===== src/rtl/derrida_distance_histogram.sv =====
// Derrida distance histogram: bins 2-bit Hamming distances over fixed windows of
// WINDOW samples and serially emits the four bin counts plus the window sum.
// A shadow bank holds the closed window so accumulation never stalls.
module derrida_distance_histogram #(
  parameter int WINDOW      = 64,
  parameter int COUNT_WIDTH = 16
) (
  input  logic                   clk,
  input  logic                   rst,
  input  logic                   input_valid,
  input  logic [1:0]             input_data,
  output logic                   output_valid,
  output logic [1:0]             output_bin,
  output logic [COUNT_WIDTH-1:0] output_count,
  output logic [COUNT_WIDTH+1:0] output_sum,
  output logic                   output_last,
  output logic [15:0]            window_count
);

  typedef enum logic {
    S_IDLE,
    S_DUMP
  } state_t;

  state_t                 state_q, state_d;
  logic [1:0]             idx_q, idx_d;
  logic                   emit;
  logic                   close;

  logic [COUNT_WIDTH-1:0] live_bin_q [4];
  logic [COUNT_WIDTH-1:0] live_bin_d [4];
  logic [COUNT_WIDTH+1:0] live_sum_q, live_sum_d;
  logic [COUNT_WIDTH-1:0] sample_cnt_q;

  logic [COUNT_WIDTH-1:0] shd_bin_q [4];
  logic [COUNT_WIDTH+1:0] shd_sum_q;

  logic [15:0]            window_count_q;

  assign window_count = window_count_q;

  // Live bank values including the current sample; these feed the shadow at close.
  always_comb begin
    close = input_valid && (sample_cnt_q == COUNT_WIDTH'(WINDOW - 1));
    for (int k = 0; k < 4; k++) begin
      live_bin_d[k] = live_bin_q[k];
      if (input_valid && (input_data == 2'(k))) begin
        live_bin_d[k] = live_bin_q[k] + COUNT_WIDTH'(1);
      end
    end
    live_sum_d = live_sum_q;
    if (input_valid) begin
      live_sum_d = live_sum_q + {{COUNT_WIDTH{1'b0}}, input_data};
    end
  end

  // Live accumulation; a closing sample clears the bank rather than seeding it.
  always_ff @(posedge clk) begin
    if (rst) begin
      for (int k = 0; k < 4; k++) live_bin_q[k] <= '0;
      live_sum_q   <= '0;
      sample_cnt_q <= '0;
    end else if (close) begin
      for (int k = 0; k < 4; k++) live_bin_q[k] <= '0;
      live_sum_q   <= '0;
      sample_cnt_q <= '0;
    end else if (input_valid) begin
      for (int k = 0; k < 4; k++) live_bin_q[k] <= live_bin_d[k];
      live_sum_q   <= live_sum_d;
      sample_cnt_q <= sample_cnt_q + COUNT_WIDTH'(1);
    end
  end

  // Shadow bank and window counter capture the finished window at close.
  always_ff @(posedge clk) begin
    if (rst) begin
      for (int k = 0; k < 4; k++) shd_bin_q[k] <= '0;
      shd_sum_q      <= '0;
      window_count_q <= '0;
    end else if (close) begin
      for (int k = 0; k < 4; k++) shd_bin_q[k] <= live_bin_d[k];
      shd_sum_q      <= live_sum_d;
      window_count_q <= window_count_q + 16'd1;
    end
  end

  // Emitter state register.
  always_ff @(posedge clk) begin
    if (rst) begin
      state_q <= S_IDLE;
      idx_q   <= '0;
    end else begin
      state_q <= state_d;
      idx_q   <= idx_d;
    end
  end

  // Emitter next state: walk bins 0..3, chaining straight into a new dump when
  // the next window closes on the bin-3 cycle.
  always_comb begin
    state_d = state_q;
    idx_d   = idx_q;
    emit    = 1'b0;
    case (state_q)
      S_IDLE: begin
        if (close) begin
          state_d = S_DUMP;
          idx_d   = '0;
        end
      end
      S_DUMP: begin
        emit = 1'b1;
        if (idx_q == 2'd3) begin
          idx_d = '0;
          if (!close) state_d = S_IDLE;
        end else begin
          idx_d = idx_q + 2'd1;
        end
      end
      default: begin
        state_d = S_IDLE;
        idx_d   = '0;
      end
    endcase
  end

  // Output register: bin 3 is read from the shadow before a same-edge reload.
  always_ff @(posedge clk) begin
    if (rst) begin
      output_valid <= 1'b0;
      output_last  <= 1'b0;
      output_bin   <= '0;
      output_count <= '0;
      output_sum   <= '0;
    end else begin
      output_valid <= emit;
      output_last  <= emit && (idx_q == 2'd3);
      if (emit) begin
        output_bin   <= idx_q;
        output_count <= shd_bin_q[idx_q];
        output_sum   <= shd_sum_q;
      end
    end
  end

endmodule


===== config.mk =====
export PLATFORM = sky130hd
export DESIGN_NAME = derrida_distance_histogram
export DESIGN_NICKNAME = d
export VERILOG_FILES = /design/src/rtl/derrida_distance_histogram.sv
export SDC_FILE = /design/constraint.sdc
export NUM_CORES = 1
export LEC_CHECK = 0
export CAP_MARGIN = 30
export CELL_PAD_IN_SITES_DETAIL_PLACEMENT = 1
export CELL_PAD_IN_SITES_GLOBAL_PLACEMENT = 2
export CORE_MARGIN = 3
export CORE_UTILIZATION = 34
export CTS_CLUSTER_DIAMETER = 40
export DETAILED_ROUTE_END_ITERATION = 7
export PLACE_DENSITY_LB_ADDON = 0.1
export SKIP_CTS_REPAIR_TIMING = 1
export SYNTH_ARGS = -nofsm -noshare
export SYNTH_HDL_FRONTEND = slang
export SYNTH_SLANG_ARGS = --single-unit
export TNS_END_PERCENT = 100

===== constraint.sdc =====
create_clock -name clk -period 2.7 [get_ports clk]
set_input_delay 0.27 -clock clk [delete_from_list [all_inputs] [get_ports clk]]
set_output_delay 0.27 -clock clk [all_outputs]
set_load 0.02 [all_outputs]

==> flow_metrics.tcl, run 1 <==
set metrics [dict create \
    rsz0062_at_grt "false" \
    grt_max_degree 67 \
    syn_area_sq_um 10880 \
    ir_drop_v 0.0004825 \
    synth-seq-area-share 0.5393 \
    clock-sinks 237 \
    reg2regPathDepth 5 \
    yosysWarnings 0 \
    grt_pass1_wl_mm 47.77 \
    place_area_sq_um 12090 \
    diodes 0 \
    whs_path_depth 2 \
    fill_cells 3365 \
    syn_inst 1031 \
    synth_cell_types 55 \
    cts_tree "built" \
    drt_iter0_markers 574 \
    synth_edf_count 112 \
    min_path_type "input pin to flip-flop" \
    drive_gt1_frac 0.1188 \
    synthMuxAreaShare 0.07973 \
    powerDensity_nw_per_um2 741.0 \
    holdWs_ns 0.1017 \
    yosys.area_share.simple 0.2088 \
    drcViolationCount 0 \
    maxCapViolations 0 \
    crit_type "flip-flop to flip-flop" \
    p_comb_frac 0.030 \
    skew_ns 0.02285 \
    end_kind "flip-flop" \
    final_cells 1541 \
    area_growth_pct 25.60 \
    place.port_buffers 58 \
    synth_fa_ha_area_frac 0.01220 \
    antenna_found_initial 0 \
    pwr-share-seq 0.391 \
    cts_buffers 45 \
    design.core.area_sq_um 31070 \
    period_minus_slack_ns 2.298 \
    crit_arrival_ns 2.68 \
    clockRootBuffer "clkbuf_16" \
    h-tree-depth 2 \
    fin_area_sq_um 13660 \
    synth_fp_nets 1046 \
    synth_flop_cell "dfxtp_1" \
    clkLatencyLatePin_ns 0.53 \
    row_count 64 \
    globalRouteTotalUtil 0.1767 \
    swShare 0.2141 \
    synth_compound_area_frac 0.08088 \
    ys_async_sr_fraction 0 \
    dieWidth_um 184.8 \
    internal_power_uw 7954 \
    synth_xor_area_frac 0.05074 \
    tightest_slew_ns 0.6877 \
    dr.pass1.iters 4 \
    required_ns 3.09 \
    synth-seq-cells 237 \
    vias_per_cell 5.337 \
    relSlewSlack 0.5416 \
    die_area_sq_um 34170 \
    nNetsFinal 1126 \
    gp_congestion 0.7655 \
    switchingPower_uw 2167 \
    setup_viol 0 \
    syn_area_per_cell_sq_um 10.55 \
    clockBufferDepth 3 \
    ios 59 \
    dp_hpwl_mm 20.23 \
    vias 8224 \
    finalHoldViolations 0 \
    crit_path_max_fanout 20 \
    tns_ns 0 \
    ant_nets 0 \
    gr-total-overflow 0 \
    fin_crit_sh 0.8511 \
    synth_top_family_by_area "simple AND/OR/NAND/NOR gates" \
    routedWlPerCell_um 19.37 \
    initial_core_util 0.3500 \
    grt_pass1_vias 8335 \
    path_clk_slew_ns 0.05 \
    dp_cells 1460 \
    fmax_ghz 0.4352 \
    total_power_uw 10120 \
    critPathLaunchType "flip-flop" \
    slew_viol_final 0 \
    power_frac_clock 0.579 \
    routed_wl_mm 29.85 \
    status "finished clean" \
    fp.dieH_um 184.8 \
    power_leakage_uw 0.004473 \
]
==> critical path, cell delays in order (launching register included) <==
cell and delay [ns]:
dfxtp_1 0.35, nor4_2 0.50, nand3_1 0.16, or3_2 0.70
buf_4 0.32, nor2_1 0.13
==> cell usage after synthesis, drive strengths merged, types with 25 or more instances <==
library cell | n | area share
o21ai | 26 | 0.012
nand4 | 36 | 0.021
or3 | 30 | 0.017
nand2 | 47 | 0.016
or4 | 25 | 0.017
nand3 | 53 | 0.024
xor2 | 30 | 0.024
edfxtp | 112 | 0.31
nor2 | 144 | 0.050
xnor2 | 33 | 0.027
dfxtp | 125 | 0.23
mux2i | 45 | 0.041
clkbuf | 41 | 0.014
a21oi | 77 | 0.035
==> power by group through the flow <==
stage | Sequential, uW | Clock (uW) | Combinational, uW
after floorplan | 3990 | 0 | 198
after global placement | 4020 | 0 | 311
after detailed placement | 4020 | 0 | 313
after CTS | 3960 | 6020 | 314
after global routing | 3970 | 6190 | 340
final | 3960 | 5860 | 307
==> per-layer routing <==
metal / global-route usage / up-vias / share of wire
li1: - / 4014 / -
met1: 0.2629 / 4064 / 0.51
met2: 0.2661 / 115 / 0.43
met3: 0.03201 / 31 / 0.036
met4: 0.04532 / 0 / 0.015
met5: 0 / - / 0
==> stage by stage <==
| stage | setup slack, ns | util |
|---|---|---|
| after floorplan | 0.04612 | - |
| after global placement | 0.2052 | 0.3891 |
| after detailed placement | 0.1406 | 0.3891 |
| after CTS | 0.3313 | 0.4396 |
| after global routing | 0.2018 | 0.4396 |
| final | 0.4020 | 0.4396 |
==> path summary, 6_finish.rpt <==
| check | start | to | slack [ns] |
|---|---|---|---|
| max | sample_cnt_q[10] | shd_bin_q[0][1] | 0.40 |
| min | rst | window_count[6] | 0.10 |
| max reg2reg | sample_cnt_q[10] | shd_bin_q[0][1] | 0.40 |
| min reg2reg | shd_sum_q[13] | shd_sum_q[13] | 0.46 |
==> flip-flops by register name, indices dropped and copies added, names as in the netlist <==
name          count
live_bin_q       64
shd_bin_q        64
live_sum_q       18
output_sum       18
shd_sum_q        18
output_count     16
sample_cnt_q     16
window_count     16
idx_q             2
output_bin        2
output_last       1
output_valid      1
state_q           1
==> cells by family (layout without fill, tap and decap cells) <==
| kind of cell | Yosys count | count (layout) |
|---|---|---|
| buffers and inverters | 77 | 191 |
| XOR/XNOR | 63 | 63 |
| flip-flops | 237 | 237 |
| AO/OA/AOI/OAI | 148 | 148 |
| adder cells (fa/ha/maj) | 10 | 10 |
| AND/OR/NAND/NOR | 430 | 430 |
| multiplexers | 66 | 66 |
==> cells in the final DEF, fill, tap and decap left out, drive strengths merged, types with 16 or more instances in the layout <==
cell type and n:
xor2 30, or4 25, mux4 16, mux2i 45, edfxtp 112, nor2 144, dfxtp 125, nand2 47
inv 20, o21ai 26, nand4 36, clkdlybuf4s50 57, a21oi 77, xnor2 33, nand3 53, nor4 22
clkbuf 54, buf 37, and3 17, or3 30, o31ai 24
==> layout make-up <==
class / count / area [sq um] / share of cell area
inverters: 16 / 62.56 / 0.004580
clock inverters: 27 / 390.4 / 0.02858
repair buffers: 94 / 958.4 / 0.07017
multi-input cells: 717 / 4706 / 0.3445
clock buffers: 54 / 1180 / 0.08638
flip-flops and latches: 237 / 5867 / 0.4295
well taps: 396 / 495.5 / 0.03627
No activity file was read; power rests on OpenSTA's default activity.
==> run 2, diff against run 1 <==
- CTS_CLUSTER_SIZE: not set -> 40
==> results of run 2 <==
No change in the layout: final DEF, timing and power equal those of run 1.
==> run 3, diff against run 2 <==
- REMOVE_ABC_BUFFERS: not set -> 1
==> flow_metrics.tcl, run 3 (same netlist as run 1, synthesis figures left out) <==
set metrics [dict create \
    holdWs_ns 0.1852 \
    skew_ns 0.02338 \
    dr.max_layer_used "met4" \
    clockBufferDepth 3 \
    maxCapViolations 0 \
    fmax_ghz 0.4413 \
    clock-sinks 237 \
    grt_max_degree 74 \
    tightest_slew_ns 0.6979 \
    gp_congestion 0.8040 \
    nNetsFinal 1124 \
    min_path_type "input pin to flip-flop" \
    clkLatencyLatePin_ns 0.54 \
    critPathLaunchType "flip-flop" \
    rsz0062_at_grt "false" \
    vias_per_cell 5.368 \
    tns_ns 0 \
    ant_nets 0 \
    status "finished clean" \
    met1_length_mm 13.50 \
    dieWidth_um 184.8 \
    required_ns 3.07 \
    route.met2.wl_mm 14.29 \
    finalHoldViolations 0 \
    multiInputGateArea_sq_um 4706 \
    dp_cells 1459 \
    end_kind "flip-flop" \
    cts_buffers 44 \
    crit_type "flip-flop to flip-flop" \
    design.core.area_sq_um 31070 \
    cts_tree "built" \
    dp_hpwl_mm 19.45 \
    grt_pass1_wl_mm 47.70 \
    final_cells 1540 \
    routed_wl_mm 29.34 \
    top_regs "live_bin_q x64, shd_bin_q x64" \
    powerDensity_nw_per_um2 722.7 \
    area_growth_pct 24.68 \
    drcViolationCount 0 \
    antenna_found_initial 0 \
    dr.pass1.iters 4 \
    clockRootBuffer "clkbuf_16" \
    row_count 64 \
    place.port_buffers 58 \
    final_cell_mix "nor2_1, dfxtp_1, edfxtp_1" \
    fp.dieH_um 184.8 \
    setup_viol 0 \
    seq_area_sq_um 5867 \
    fin_util 0.4364 \
    grt_pass1_vias 8765 \
    ir_drop_v 0.0004436 \
    path_clk_slew_ns 0.05 \
    gr-total-overflow 0 \
    crit_arrival_ns 2.63 \
    diodes 0 \
    routedWlPerCell_um 19.05 \
    period_minus_slack_ns 2.266 \
    globalRouteTotalUtil 0.1748 \
    wl_met3_um 936 \
    drt_iter0_markers 314 \
    fin_area_sq_um 13560 \
    fin_crit_sh 0.8392 \
    vias 8266 \
    drive_gt1_frac 0.1163 \
    ios 59 \
    place_area_sq_um 12070 \
    crit_path_max_fanout 73 \
    power_leakage_uw 0.004430 \
    initial_core_util 0.3500 \
    die_area_sq_um 34170 \
    fill_cells 3377 \
    final_common_cell "nor2_1" \
    slew_viol_final 0 \
    h-tree-depth 2 \
    relSlewSlack 0.5347 \
]
## run 3: final cells by class
type,count,share of cell area
clock buffers,55,0.08646
clock inverters,26,0.02344
inverters,16,0.004614
multi-input cells,717,0.3471
flip-flops and latches,237,0.4327
well taps,396,0.03654
repair buffers,93,0.06921
## run 3: layer usage
layer / GRT usage / vias up
met5: 0 / -
met4: 0.04832 / 0
met3: 0.03024 / 48
met2: 0.3008 / 118
met1: 0.2278 / 4084
li1: - / 4016
## run 3: worst max-delay path, stage by stage (launching register included)
cell	delay [ns]
dfxtp_1	0.35
nor4_2	0.56
nand3_1	0.17
or3_2	0.47
buf_12	0.20
nor2_1	0.25
## run 3: where the power goes
part           switching (uW)  internal (uW)
Clock                    1880           3660
Sequential               77.4           3870
Combinational             197            112
Total                    2160           7640
## run 3: metrics by stage
step / total power (uW) / setup WS (ns)
after floorplan: 4159 / -1.081
after global placement: 4328 / 0.03886
after detailed placement: 4333 / -0.01541
after global routing: 10180 / 0.3137
final: 9800 / 0.4341
after CTS: 9973 / 0.4769
## run 3: final timing paths
check	slack [ns]	depth (start not counted)	end	startpoint
max	0.43	5	shd_bin_q[2][10]	sample_cnt_q[10]
min reg2reg	0.46	1	shd_sum_q[10]	shd_sum_q[10]
min	0.19	2	sample_cnt_q[2]	rst
max reg2reg	0.43	5	shd_bin_q[2][10]	sample_cnt_q[10]
